File: src/rtl/i2c_slv_pkg.sv
// i2c_slv_pkg: shared controller state type and constants for the I2C slave register controller.
//   state_t      : controller FSM states
//   NUM_REGS_DEF : default register count
//   REG_AW       : register index width for the default register count
//   ACK / NACK   : values driven on the acknowledge output
package i2c_slv_pkg;
    typedef enum logic [2:0] {IDLE, ADDR, PTR, WDATA, RDATA, IGNORE} state_t;
    localparam int NUM_REGS_DEF = 16;
    localparam int REG_AW = $clog2(NUM_REGS_DEF);
    localparam logic ACK = 1'b1;
    localparam logic NACK = 1'b0;
endpackage

File: src/rtl/i2c_slv_reg_ctrl_if.sv
// i2c_slv_reg_ctrl_if: bus bundle between the slave FSM / local host and the register controller.
//   I2C side : I_ADDR_SLV, I_RW, I_DATA_RD, I_BYTE_STB, I_TX_REQ, I_ACK_MSTR, I_BUSY -> O_ACK, O_TX_DATA, O_WR_IRQ
//   Host side: I_HOST_REQ, I_HOST_WE, I_HOST_ADDR, I_HOST_WDATA -> O_HOST_GNT, O_HOST_RDATA
//   master modport drives the inputs, slave modport is the controller.
interface i2c_slv_reg_ctrl_if import i2c_slv_pkg::*; #(
    parameter int DATA_SZ  = 8,
    parameter int NUM_REGS = NUM_REGS_DEF
);
    logic [DATA_SZ-2:0]          I_ADDR_SLV;
    logic                        I_RW;
    logic [DATA_SZ-1:0]          I_DATA_RD;
    logic                        I_BYTE_STB;
    logic                        I_TX_REQ;
    logic                        I_ACK_MSTR;
    logic                        I_BUSY;
    logic                        O_ACK;
    logic [DATA_SZ-1:0]          O_TX_DATA;
    logic                        O_WR_IRQ;
    logic                        I_HOST_REQ;
    logic                        I_HOST_WE;
    logic [$clog2(NUM_REGS)-1:0] I_HOST_ADDR;
    logic [DATA_SZ-1:0]          I_HOST_WDATA;
    logic                        O_HOST_GNT;
    logic [DATA_SZ-1:0]          O_HOST_RDATA;
    modport master (
        output I_ADDR_SLV, I_RW, I_DATA_RD, I_BYTE_STB, I_TX_REQ, I_ACK_MSTR, I_BUSY,
        output I_HOST_REQ, I_HOST_WE, I_HOST_ADDR, I_HOST_WDATA,
        input  O_ACK, O_TX_DATA, O_WR_IRQ, O_HOST_GNT, O_HOST_RDATA
    );
    modport slave (
        input  I_ADDR_SLV, I_RW, I_DATA_RD, I_BYTE_STB, I_TX_REQ, I_ACK_MSTR, I_BUSY,
        input  I_HOST_REQ, I_HOST_WE, I_HOST_ADDR, I_HOST_WDATA,
        output O_ACK, O_TX_DATA, O_WR_IRQ, O_HOST_GNT, O_HOST_RDATA
    );
endinterface

File: src/rtl/i2c_reg_bank.sv
// i2c_reg_bank: NUM_REGS x DATA_SZ register bank, one synchronous write port, two registered read ports.
//   CLK, RST_n                 : clock, async active-low reset (clears all registers and read data)
//   i_we, i_waddr, i_wdata     : write port
//   i_re_a, i_raddr_a, o_rdata_a : I2C read port, data updates only when enabled
//   i_re_b, i_raddr_b, o_rdata_b : host read port, data updates only when enabled
module i2c_reg_bank #(
    parameter int DATA_SZ  = 8,
    parameter int NUM_REGS = 16,
    localparam int AW = $clog2(NUM_REGS)
) (
    input  logic               CLK,
    input  logic               RST_n,
    input  logic               i_we,
    input  logic [AW-1:0]      i_waddr,
    input  logic [DATA_SZ-1:0] i_wdata,
    input  logic               i_re_a,
    input  logic [AW-1:0]      i_raddr_a,
    output logic [DATA_SZ-1:0] o_rdata_a,
    input  logic               i_re_b,
    input  logic [AW-1:0]      i_raddr_b,
    output logic [DATA_SZ-1:0] o_rdata_b
);
    logic [DATA_SZ-1:0] r_mem [NUM_REGS];
    logic [DATA_SZ-1:0] r_rd_a, r_rd_b;
    always_ff @(posedge CLK or negedge RST_n) begin
        if (!RST_n) begin
            for (int i = 0; i < NUM_REGS; i++) r_mem[i] <= '0;
            r_rd_a <= '0;
            r_rd_b <= '0;
        end else begin
            if (i_we) r_mem[i_waddr] <= i_wdata;
            if (i_re_a) r_rd_a <= r_mem[i_raddr_a];
            if (i_re_b) r_rd_b <= r_mem[i_raddr_b];
        end
    end
    assign o_rdata_a = r_rd_a;
    assign o_rdata_b = r_rd_b;
endmodule

File: src/rtl/i2c_slv_reg_ctrl.sv
// i2c_slv_reg_ctrl: I2C slave register-map controller with auto-incrementing pointer and host port.
//   CLK, RST_n : system clock, async active-low reset
//   s_if       : slave modport of i2c_slv_reg_ctrl_if (I2C byte/ACK/TX signals, host request port, write IRQ)
//   O_ACK and O_WR_IRQ are registered; O_HOST_GNT is combinational (zero-latency when uncontended).
module i2c_slv_reg_ctrl import i2c_slv_pkg::*; #(
    parameter int                 FPGA_CLK = 50_000_000,
    parameter int                 DATA_SZ  = 8,
    parameter logic [DATA_SZ-2:0] SLV_ADDR = 7'h42,
    parameter int                 NUM_REGS = NUM_REGS_DEF
) (
    input  logic CLK,
    input  logic RST_n,
    i2c_slv_reg_ctrl_if.slave s_if
);
    localparam int AW = $clog2(NUM_REGS);
    if (FPGA_CLK <= 0 || NUM_REGS < 2 || NUM_REGS > 256 || (NUM_REGS & (NUM_REGS - 1)) != 0) begin : g_bad_cfg
        $error("i2c_slv_reg_ctrl: unsupported FPGA_CLK/NUM_REGS");
    end
    state_t             r_state;
    logic               r_busy, r_ack, r_irq;
    logic [AW-1:0]      r_ptr;
    logic               w_stb, w_addr_stb, w_hit, w_ptr_ok, w_i2c_we, w_i2c_re, w_gnt;
    logic [AW-1:0]      w_waddr;
    logic [DATA_SZ-1:0] w_wdata;
    assign w_stb    = s_if.I_BYTE_STB & s_if.I_BUSY;
    // A strobe is an address byte in ADDR, and also a repeated START where no data strobe can occur:
    // RDATA never sees data strobes, and in the write phases the slave FSM only reports R/W=1 after a new address.
    assign w_addr_stb = w_stb & (r_state == ADDR || r_state == RDATA ||
                                 ((r_state == PTR || r_state == WDATA) && s_if.I_RW));
    assign w_hit    = s_if.I_ADDR_SLV == SLV_ADDR;
    assign w_ptr_ok = int'(s_if.I_DATA_RD) < NUM_REGS;
    assign w_i2c_we = w_stb & ~w_addr_stb & (r_state == WDATA);
    assign w_i2c_re = s_if.I_TX_REQ & s_if.I_BUSY & (r_state == RDATA);
    // I2C owns the bank in any cycle it touches it; the held host request wins the following cycle.
    assign w_gnt    = s_if.I_HOST_REQ & ~(w_i2c_we | w_i2c_re) & RST_n;
    assign w_waddr  = w_i2c_we ? r_ptr : s_if.I_HOST_ADDR;
    assign w_wdata  = w_i2c_we ? s_if.I_DATA_RD : s_if.I_HOST_WDATA;
    always_ff @(posedge CLK or negedge RST_n) begin
        if (!RST_n) begin
            r_state <= IDLE;
            r_busy  <= 1'b0;
            r_ptr   <= '0;
            r_ack   <= NACK;
            r_irq   <= 1'b0;
        end else begin
            r_busy <= s_if.I_BUSY;
            r_irq  <= w_i2c_we;
            if (!s_if.I_BUSY) begin
                r_state <= IDLE;
                r_ack   <= NACK;
            end else if (r_state == IDLE) begin
                if (!r_busy) r_state <= ADDR;
            end else if (w_addr_stb) begin
                r_ack   <= w_hit ? ACK : NACK;
                r_state <= !w_hit ? IGNORE : s_if.I_RW ? RDATA : PTR;
            end else if (w_stb) begin
                if (r_state == PTR && w_ptr_ok) begin
                    r_ptr   <= s_if.I_DATA_RD[AW-1:0];
                    r_ack   <= ACK;
                    r_state <= WDATA;
                end else if (r_state == WDATA) begin
                    r_ptr <= r_ptr + 1'b1;
                    r_ack <= ACK;
                end else begin
                    r_ack   <= NACK;
                    r_state <= IGNORE;
                end
            end else if (w_i2c_re) begin
                r_ptr <= r_ptr + 1'b1;
                if (!s_if.I_ACK_MSTR) r_state <= IGNORE;
            end
        end
    end
    i2c_reg_bank #(.DATA_SZ(DATA_SZ), .NUM_REGS(NUM_REGS)) u_bank (
        .CLK       (CLK),
        .RST_n     (RST_n),
        .i_we      (w_i2c_we | (w_gnt & s_if.I_HOST_WE)),
        .i_waddr   (w_waddr),
        .i_wdata   (w_wdata),
        .i_re_a    (w_i2c_re),
        .i_raddr_a (r_ptr),
        .o_rdata_a (s_if.O_TX_DATA),
        .i_re_b    (w_gnt & ~s_if.I_HOST_WE),
        .i_raddr_b (s_if.I_HOST_ADDR),
        .o_rdata_b (s_if.O_HOST_RDATA)
    );
    assign s_if.O_ACK      = r_ack;
    assign s_if.O_WR_IRQ   = r_irq;
    assign s_if.O_HOST_GNT = w_gnt;
endmodule
File: src/flat_wrapper.sv
// flat-port wrapper written by rule: the top's interface ports become plain ports
module i2c_slv_reg_ctrl_flat import i2c_slv_pkg::*;
#(
    parameter int                 FPGA_CLK = 50_000_000,
    parameter int                 DATA_SZ  = 8,
    parameter logic [DATA_SZ-2:0] SLV_ADDR = 7'h42,
    parameter int                 NUM_REGS = NUM_REGS_DEF
)
  (CLK, RST_n, s_if_I_ADDR_SLV, s_if_I_RW, s_if_I_DATA_RD, s_if_I_BYTE_STB, s_if_I_TX_REQ, s_if_I_ACK_MSTR, s_if_I_BUSY, s_if_I_HOST_REQ, s_if_I_HOST_WE, s_if_I_HOST_ADDR, s_if_I_HOST_WDATA, s_if_O_ACK, s_if_O_TX_DATA, s_if_O_WR_IRQ, s_if_O_HOST_GNT, s_if_O_HOST_RDATA);
  i2c_slv_reg_ctrl_if #(.DATA_SZ(DATA_SZ), .NUM_REGS(NUM_REGS)) s_if_i ();
  input  logic CLK;
  input  logic RST_n;
  input wire logic [$bits(s_if_i.I_ADDR_SLV)-1:0] s_if_I_ADDR_SLV;
  input wire logic [$bits(s_if_i.I_RW)-1:0] s_if_I_RW;
  input wire logic [$bits(s_if_i.I_DATA_RD)-1:0] s_if_I_DATA_RD;
  input wire logic [$bits(s_if_i.I_BYTE_STB)-1:0] s_if_I_BYTE_STB;
  input wire logic [$bits(s_if_i.I_TX_REQ)-1:0] s_if_I_TX_REQ;
  input wire logic [$bits(s_if_i.I_ACK_MSTR)-1:0] s_if_I_ACK_MSTR;
  input wire logic [$bits(s_if_i.I_BUSY)-1:0] s_if_I_BUSY;
  input wire logic [$bits(s_if_i.I_HOST_REQ)-1:0] s_if_I_HOST_REQ;
  input wire logic [$bits(s_if_i.I_HOST_WE)-1:0] s_if_I_HOST_WE;
  input wire logic [$bits(s_if_i.I_HOST_ADDR)-1:0] s_if_I_HOST_ADDR;
  input wire logic [$bits(s_if_i.I_HOST_WDATA)-1:0] s_if_I_HOST_WDATA;
  output wire logic [$bits(s_if_i.O_ACK)-1:0] s_if_O_ACK;
  output wire logic [$bits(s_if_i.O_TX_DATA)-1:0] s_if_O_TX_DATA;
  output wire logic [$bits(s_if_i.O_WR_IRQ)-1:0] s_if_O_WR_IRQ;
  output wire logic [$bits(s_if_i.O_HOST_GNT)-1:0] s_if_O_HOST_GNT;
  output wire logic [$bits(s_if_i.O_HOST_RDATA)-1:0] s_if_O_HOST_RDATA;
  assign s_if_i.I_ADDR_SLV = s_if_I_ADDR_SLV;
  assign s_if_i.I_RW = s_if_I_RW;
  assign s_if_i.I_DATA_RD = s_if_I_DATA_RD;
  assign s_if_i.I_BYTE_STB = s_if_I_BYTE_STB;
  assign s_if_i.I_TX_REQ = s_if_I_TX_REQ;
  assign s_if_i.I_ACK_MSTR = s_if_I_ACK_MSTR;
  assign s_if_i.I_BUSY = s_if_I_BUSY;
  assign s_if_i.I_HOST_REQ = s_if_I_HOST_REQ;
  assign s_if_i.I_HOST_WE = s_if_I_HOST_WE;
  assign s_if_i.I_HOST_ADDR = s_if_I_HOST_ADDR;
  assign s_if_i.I_HOST_WDATA = s_if_I_HOST_WDATA;
  assign s_if_O_ACK = s_if_i.O_ACK;
  assign s_if_O_TX_DATA = s_if_i.O_TX_DATA;
  assign s_if_O_WR_IRQ = s_if_i.O_WR_IRQ;
  assign s_if_O_HOST_GNT = s_if_i.O_HOST_GNT;
  assign s_if_O_HOST_RDATA = s_if_i.O_HOST_RDATA;
  i2c_slv_reg_ctrl #(.FPGA_CLK(FPGA_CLK), .DATA_SZ(DATA_SZ), .SLV_ADDR(SLV_ADDR), .NUM_REGS(NUM_REGS)) u_core (.CLK(CLK), .RST_n(RST_n), .s_if(s_if_i));
endmodule
File: config.mk
export PLATFORM = sky130hd
export DESIGN_NAME = i2c_slv_reg_ctrl_flat
export DESIGN_NICKNAME = d
export VERILOG_FILES = /design/src/rtl/i2c_slv_pkg.sv /design/src/rtl/i2c_slv_reg_ctrl_if.sv /design/src/rtl/i2c_reg_bank.sv /design/src/rtl/i2c_slv_reg_ctrl.sv /design/src/flat_wrapper.sv
export SDC_FILE = /design/constraint.sdc
export NUM_CORES = 1
export LEC_CHECK = 0
export BUFFER_PORTS_ARGS = -buffer_cell sky130_fd_sc_hd__buf_4
export CAP_MARGIN = 10
export CORE_MARGIN = 4
export CORE_UTILIZATION = 50
export CTS_BUF_LIST = sky130_fd_sc_hd__clkbuf_2
export DETAILED_ROUTE_END_ITERATION = 12
export PLACE_DENSITY = 0.67
export SLEW_MARGIN = 20
export SYNTH_ARGS = -nofsm -noshare
export SYNTH_HDL_FRONTEND = slang
export SYNTH_SLANG_ARGS = --single-unit
File: constraint.sdc
create_clock -name CLK -period 2.9 [get_ports CLK]
set_input_delay 0 -clock CLK [delete_from_list [all_inputs] [get_ports CLK]]
set_output_delay 0 -clock CLK [all_outputs]
set_load 0.02 [all_outputs]
==> reports/qor.csv, run 1 <==
metric,value,unit
Starting Density,51.2,%
number of vias per cell,6.59,
clk root buf,clkbuf_2,
ratio of cells with drive above 1 in the final layout,48.6,%
"CP delay by family, top",buffers and inverters,
Synthesized Nets,633,
via count,6089,
worst-margin pin slew,0.943,ns
type of the worst setup path,flip-flop to flip-flop,
Synth Register Bits,154,
Placer Congestion,0.906,
clk slew on worst S/H paths,0.22,ns
status,completed,
DRT Pass-1 Iters,5,
worst hold path class,input pin to flip-flop,
sequential area share after synthesis,45.2,%
Die Wd,139,um
Die Area,19200,um2
latest clock arrival within the worst-skew pair,0.77,ns
dpl hpwl,16200,um
"Setup violations, final",0,
overall power,5.04,mW
Ant. Diodes,0,
ys async rst share,100,%
Max Slew Vio Count,0,
critical path startpoint category,flip-flop,
synthesized area,8520,um2
WL final,24900,um
Fillers,1348,
critical path endpoint category,flip-flop,
first-pass GRT wire length,39100,um
f_max,349,MHz
worst clock skew,0.0283,ns
number of port buffers,54,
initial antenna violation count,0,
FP Rows,47,
crit path DAT,3.54,ns
Buf/Inv on CP,2,
1st-iter DRT viols,578,
Reg-to-Reg Start,u_core.r_state[1],
P per Cell Area,516,nW/um2
VDD IR max,258,uV
htree depth,4,
routed length per placed instance,27.0,um
crit-path cells,o21ai_0 -> o21ai_0 -> nor4_1 -> dlygate4sd3_1 -> nor2_1 -> mux2_2 -> dlygate4sd3_1,
clk sinks,154,
Worst path slowest cell,dlygate4sd3_1,
Total GRT Usage,26.8,%
CP max stage delay,0.61,ns
# IOs,55,
yosys warns,0,
DRC violations left,0,
Syn-to-layout area delta,14.8,%
CTS tree,yes,
Fin Hold WS,0.00610,ns
largest net degree at the start of global routing,59,
vias in the first global route,6315,
syn_area_per_cell,14.3,um2
Unique masters post-synth,63,
"EDFF count, synth",0,
prevailing post-synth register cell,dfrtp_1,
Worst Hold Launch,s_if_I_HOST_WDATA[1],
"Req. time, crit path",3.57,ns
MaxCap Viol Count,0,
Core Box Area,16600,um2
Die H,139,um
"most common cell after layout, fill and taps aside",dfrtp_1,
Slew HR,37.1,%
Final Hold Viols,0,
Post-Place Cells,854,
Max clock buf depth,2,
most frequent cells in the layout,"149 x dfrtp_1, 131 x mux2_2, 81 x buf_4",
final std cells w/o fill,924,
CP Max Fanout,9,
CP startpoint,u_core.r_state[1],
Tmin final,2.87,ns
Tcrit/Tclk final,98.8,%
NumNets Final,729,
Congestion Overflow GR,0,
DRT antenna net count,0,
Cells after Synth,596,
static leakage,4.39,nW
Num CTS Buffers,17,
## Yosys cell counts, types with 2 or more instances
cell type  number  area [um2]
a221o_1         5        50.1
a211oi_1        2        15.0
or3_1           5        31.3
mux2_2        131        1480
nand2b_1        3        18.8
buf_1           3        11.3
o221ai_1        8        70.1
o22ai_4         4        80.1
buf_2          22         110
a22oi_1         6        45.0
o21ai_0         5        25.0
nor3_1          3        15.0
buf_6           5        56.3
mux2i_1        17         170
mux4_2         64        1440
mux2_4          8         120
nand3b_1        3        22.5
clkbuf_1       13        48.8
nor2_1         14        52.6
nor3b_1         2        15.0
inv_1           9        33.8
a22o_1          5        43.8
nor4_1          8        50.1
o22ai_2         2        25.0
a31oi_2         2        25.0
o32ai_1         2        17.5
or4_1           6        45.0
nand2_1        44         165
a21oi_2         3        26.3
dfrtp_1       154        3850
a2bb2oi_1       2        17.5
nand3_1         5        25.0
## worst reg2reg max path: cells and delay by family, from the launching register on
| kind | cells | cell delay [ns] |
|---|---|---|
| AO/OA/AOI/OAI | 2 | 0.38 |
| AND/OR/NAND/NOR | 2 | 0.47 |
| flip-flops | 1 | 0.53 |
| multiplexers | 1 | 0.25 |
| buffers and inverters | 2 | 1.17 |
## per-layer routing
metal	track usage [%]	share of wire, %	up-vias
li1	-	-	2512
met1	35.7	40	3188
met2	42.1	47	315
met3	6.94	8.8	74
met4	11.1	4.1	0
met5	0	0	-
## final cells by class
cell class              instances  area [um2]  share of cell area (%)
multi-input cells             388        4390                    44.9
flip-flops and latches        154        3860                    39.5
repair buffers                121        1030                    10.5
well taps                     220         275                    2.81
clock buffers                  20         100                    1.02
clock inverters                11        81.3                   0.832
inverters                      10        37.5                   0.384
## final timing paths
path / endpoint / slack [ns] / depth (start not counted)
max in group asynchronous: u_core.r_ptr[0] / 1.10 / 5
min: u_core.u_bank.r_mem[81] / 0.006 / 4
min reg2reg: u_core.u_bank.o_rdata_b[6] / 0.52 / 2
max: u_core.r_state[0] / 0.03 / 7
max reg2reg: u_core.r_state[0] / 0.03 / 7
min in group asynchronous: u_core.u_bank.r_mem[85] / 0.50 / 4
## kinds of logic (layout without fill, tap and decap cells)
| group | Yosys count | after routing | synth area share, % |
|---|---|---|---|
| AOI/OAI and AO/OA | 60 | 60 | 6.73 |
| adders and majority gates | 2 | 2 | 0.264 |
| buffers and inverters | 54 | 162 | 3.19 |
| DFF | 154 | 154 | 45.2 |
| muxes | 221 | 221 | 37.8 |
| and+or+nand+nor | 105 | 105 | 6.79 |
## power breakdown
part	switching [mW]	internal [mW]
Clock	0.753	0.298
Sequential	0.314	2.44
Combinational	0.502	0.735
Total	1.57	3.47
## through the flow
| step | TNS, ns | util (%) | cell area, um2 | worst slack [ns] |
|---|---|---|---|---|
| finish | 0 | 58.8 | 9780 | 0.0339 |
| global route | -0.119 | 58.8 | 9780 | -0.119 |
| CTS | 0 | 58.6 | 9760 | 0.0201 |
| detailed placement | 0 | 55.3 | 9210 | 0.268 |
| global placement | 0 | 55.3 | 9210 | 0.308 |
| floorplan | 0 | - | 8520 | 0.790 |
## registers in the layout, summed over array words and instances (netlist names)
signal                   cells
u_core.r_busy                1
u_core.r_ptr                 4
u_core.r_state               3
u_core.s_if.O_ACK            1
u_core.s_if.O_WR_IRQ         1
u_core.u_bank.o_rdata_a      8
u_core.u_bank.o_rdata_b      8
u_core.u_bank.r_mem        128
## what timing repair did
item,4_1_cts,5_1_grt
hold endpoints to repair,167,0
hold buffers,37,0
resized for setup,0,5
endpoints found under the setup margin,0,4
setup buffers,0,2
Power figures use the tool's default switching activity.
==> run 2: changes to the inputs <==
CTS_BUF_LIST = not set   (was sky130_fd_sc_hd__clkbuf_2)
==> reports/qor.csv, run 2 (synthesized netlist as in run 1, its figures left out) <==
metric,value,unit,change
met2 wire length,11800,um,-0.30%
Reg-to-Reg Start,u_core.r_state[2],,
critical path endpoint category,flip-flop,,
Post-CTS Setup Inserts,0,,unchanged
Ant. Diodes,0,,unchanged
Tmin final,2.70,ns,-0.168 ns
number of vias per cell,6.58,,about the same
Max clock buf depth,2,,unchanged
Total GRT Usage,26.6,%,-0.13 points
worst hold path class,input pin to flip-flop,,
PostCTS Resize Cnt,0,,unchanged
"Req. time, crit path",3.22,ns,-0.35 ns
CP Max Fanout,15,,+6
Slew HR,36.4,%,-0.66 points
latest clock arrival within the worst-skew pair,0.44,ns,-0.33 ns
htree depth,4,,unchanged
crit-path cells,nand4b_4 -> a2bb2o_4 -> or3_1 -> o32a_1 -> mux2_4,,
hold-critical path depth,5,,+1
max reg flops,128,,unchanged
clk sinks,154,,unchanged
Die H,139,um,unchanged
reg-to-reg endpoint,u_core.u_bank.r_mem[86],,
CP max stage delay,0.85,ns,+0.24 ns
Num CTS Buffers,17,,unchanged
routed length on met3,2080,um,-5.0%
Worst Hold Launch,s_if_I_ADDR_SLV[0],,
Worst path slowest cell,o32a_1,,
Multi-input gate area,4390,um2,about the same
DRT antenna net count,0,,unchanged
DP Worst Slack,0.268,ns,unchanged
initial antenna violation count,0,,unchanged
DRT Pass-1 Iters,5,,unchanged
via count,5900,,-3.1%
Storage cell area,3860,um2,-0.16%
r2r setup slk,0.20,ns,+0.17 ns
status,completed,,
"Hold-fix buffers, CTS",11,,-70%
P per Cell Area,614,nW/um2,+19%
f_max,371,MHz,+6.2%
static leakage,4.41,nW,+0.41%
top sig layer,met4,,
FP Rows,47,,unchanged
DRC violations left,0,,unchanged
type of the worst setup path,flip-flop to flip-flop,,
Congestion Overflow GR,0,,unchanged
number of port buffers,54,,unchanged
Fillers,1319,,-2.2%
overall power,6.06,mW,+20%
1st-iter DRT viols,645,,+12%
Tcrit/Tclk final,93.0,%,-5.8 points
largest net degree at the start of global routing,59,,unchanged
Die Wd,139,um,unchanged
total negative slack,0,ns,unchanged
R2R cell count,5,,-2
Starting Density,51.2,%,unchanged
critical path startpoint category,flip-flop,,
first-pass GRT wire length,38400,um,-1.7%
Syn-to-layout area delta,15.8,%,
Final Hold Viols,0,,unchanged
VDD IR max,494,uV,+91%
NumNets Final,701,,-3.8%
CTS tree,yes,,
Core Box Area,16600,um2,unchanged
worst clock skew,0.00828,ns,-0.0201 ns
crit path DAT,3.02,ns,-0.52 ns
Die Area,19200,um2,unchanged
worst setup margin,0.202,ns,+0.168 ns
Max Slew Vio Count,0,,unchanged
MaxCap Viol Count,0,,unchanged
# IOs,55,,unchanged
clk root buf,clkbuf_16,,
most frequent cells in the layout,"152 x dfrtp_1, 131 x mux2_2, 79 x buf_4",,
"CP delay by family, top",compound AO/OA/AOI/OAI gates,,
Placer Congestion,0.906,,unchanged
RSZ-0062 raised after global routing,false,,
dpl hpwl,16200,um,unchanged
hold path endpoint,u_core.r_state[0],,
worst-margin pin slew,0.952,ns,+0.00983 ns
clk slew on worst S/H paths,0.06,ns,-0.16 ns
WL final,24500,um,-1.8%
ratio of cells with drive above 1 in the final layout,49.9,%,+1.3 points
Met1 Wirelength,9670,um,-2.0%
Buf/Inv on CP,0,,-2
"most common cell after layout, fill and taps aside",dfrtp_1,,
routed length per placed instance,27.3,um,+1.3%
vias in the first global route,6190,,-2.0%
largest reg by FF count,u_core.u_bank.r_mem,,
"Setup violations, final",0,,unchanged
[run 2: cell types whose count changed in the layout (fill, tap and decap cells not counted), sizes merged]
cell         before  now
clkbuf           20   23
dlygate4sd3      37   11
buf              84   82
clkinv            8    5
[run 2: routing by layer]
layer,track usage [%],vias to the layer above
li1,-,2462
met1,34.8,3095
met2,41.8,279
met3,8.05,64
met4,11.2,0
met5,0,-
[run 2: power breakdown]
group          leakage [nW]  internal (mW)  switching [mW]  total (mW)
Combinational          2.09          0.711           0.492        1.20
Clock                 0.269           1.23           0.864        2.10
Sequential             2.05           2.44           0.317        2.76
Total                  4.41           4.39            1.67        6.06
[run 2: through the flow]
stage          std cells  utilization, %  instance area, um2  hold slack, ns
6_report             896            59.3                9860          0.0486
3_3_place_gp         854            55.3                9210           0.148
2_1_floorplan        596               -                8520          -0.296
4_1_cts              896            59.3                9860          0.0444
5_1_grt              896            59.3                9860          0.0917
3_5_place_dp         854            55.3                9210           0.159
[run 2: worst max-delay path by stage]
stage | startpoint | end | slack [ns] | cells past startpoint
2_1_floorplan | u_core.r_ptr[1] | u_core.u_bank.o_rdata_a[6] | 0.79 | 6
3_3_place_gp | u_core.r_state[2] | u_core.u_bank.r_mem[81] | 0.31 | 5
3_5_place_dp | u_core.r_state[2] | u_core.u_bank.r_mem[82] | 0.27 | 5
4_1_cts | u_core.r_state[2] | u_core.u_bank.r_mem[82] | 0.27 | 5
5_1_grt | u_core.r_state[2] | u_core.u_bank.r_mem[83] | 0.14 | 5
6_report | u_core.r_state[2] | u_core.u_bank.r_mem[86] | 0.20 | 5
[run 2: tightest hold or removal path, cell delays in order]
cell and delay (ns):
buf_4 0.07, nand3b_1 0.10, nor4_1 0.06, nor2_1 0.08, mux2_2 0.14
[run 2: area by class of cell]
type / count / area share (%)
timing repair buffer: 93 / 7.65
multi-input combinational: 388 / 44.5
clock inverter: 8 / 0.710
tap: 220 / 2.79
inverter: 10 / 0.381
sequential: 154 / 39.1
clock buffer: 23 / 4.85
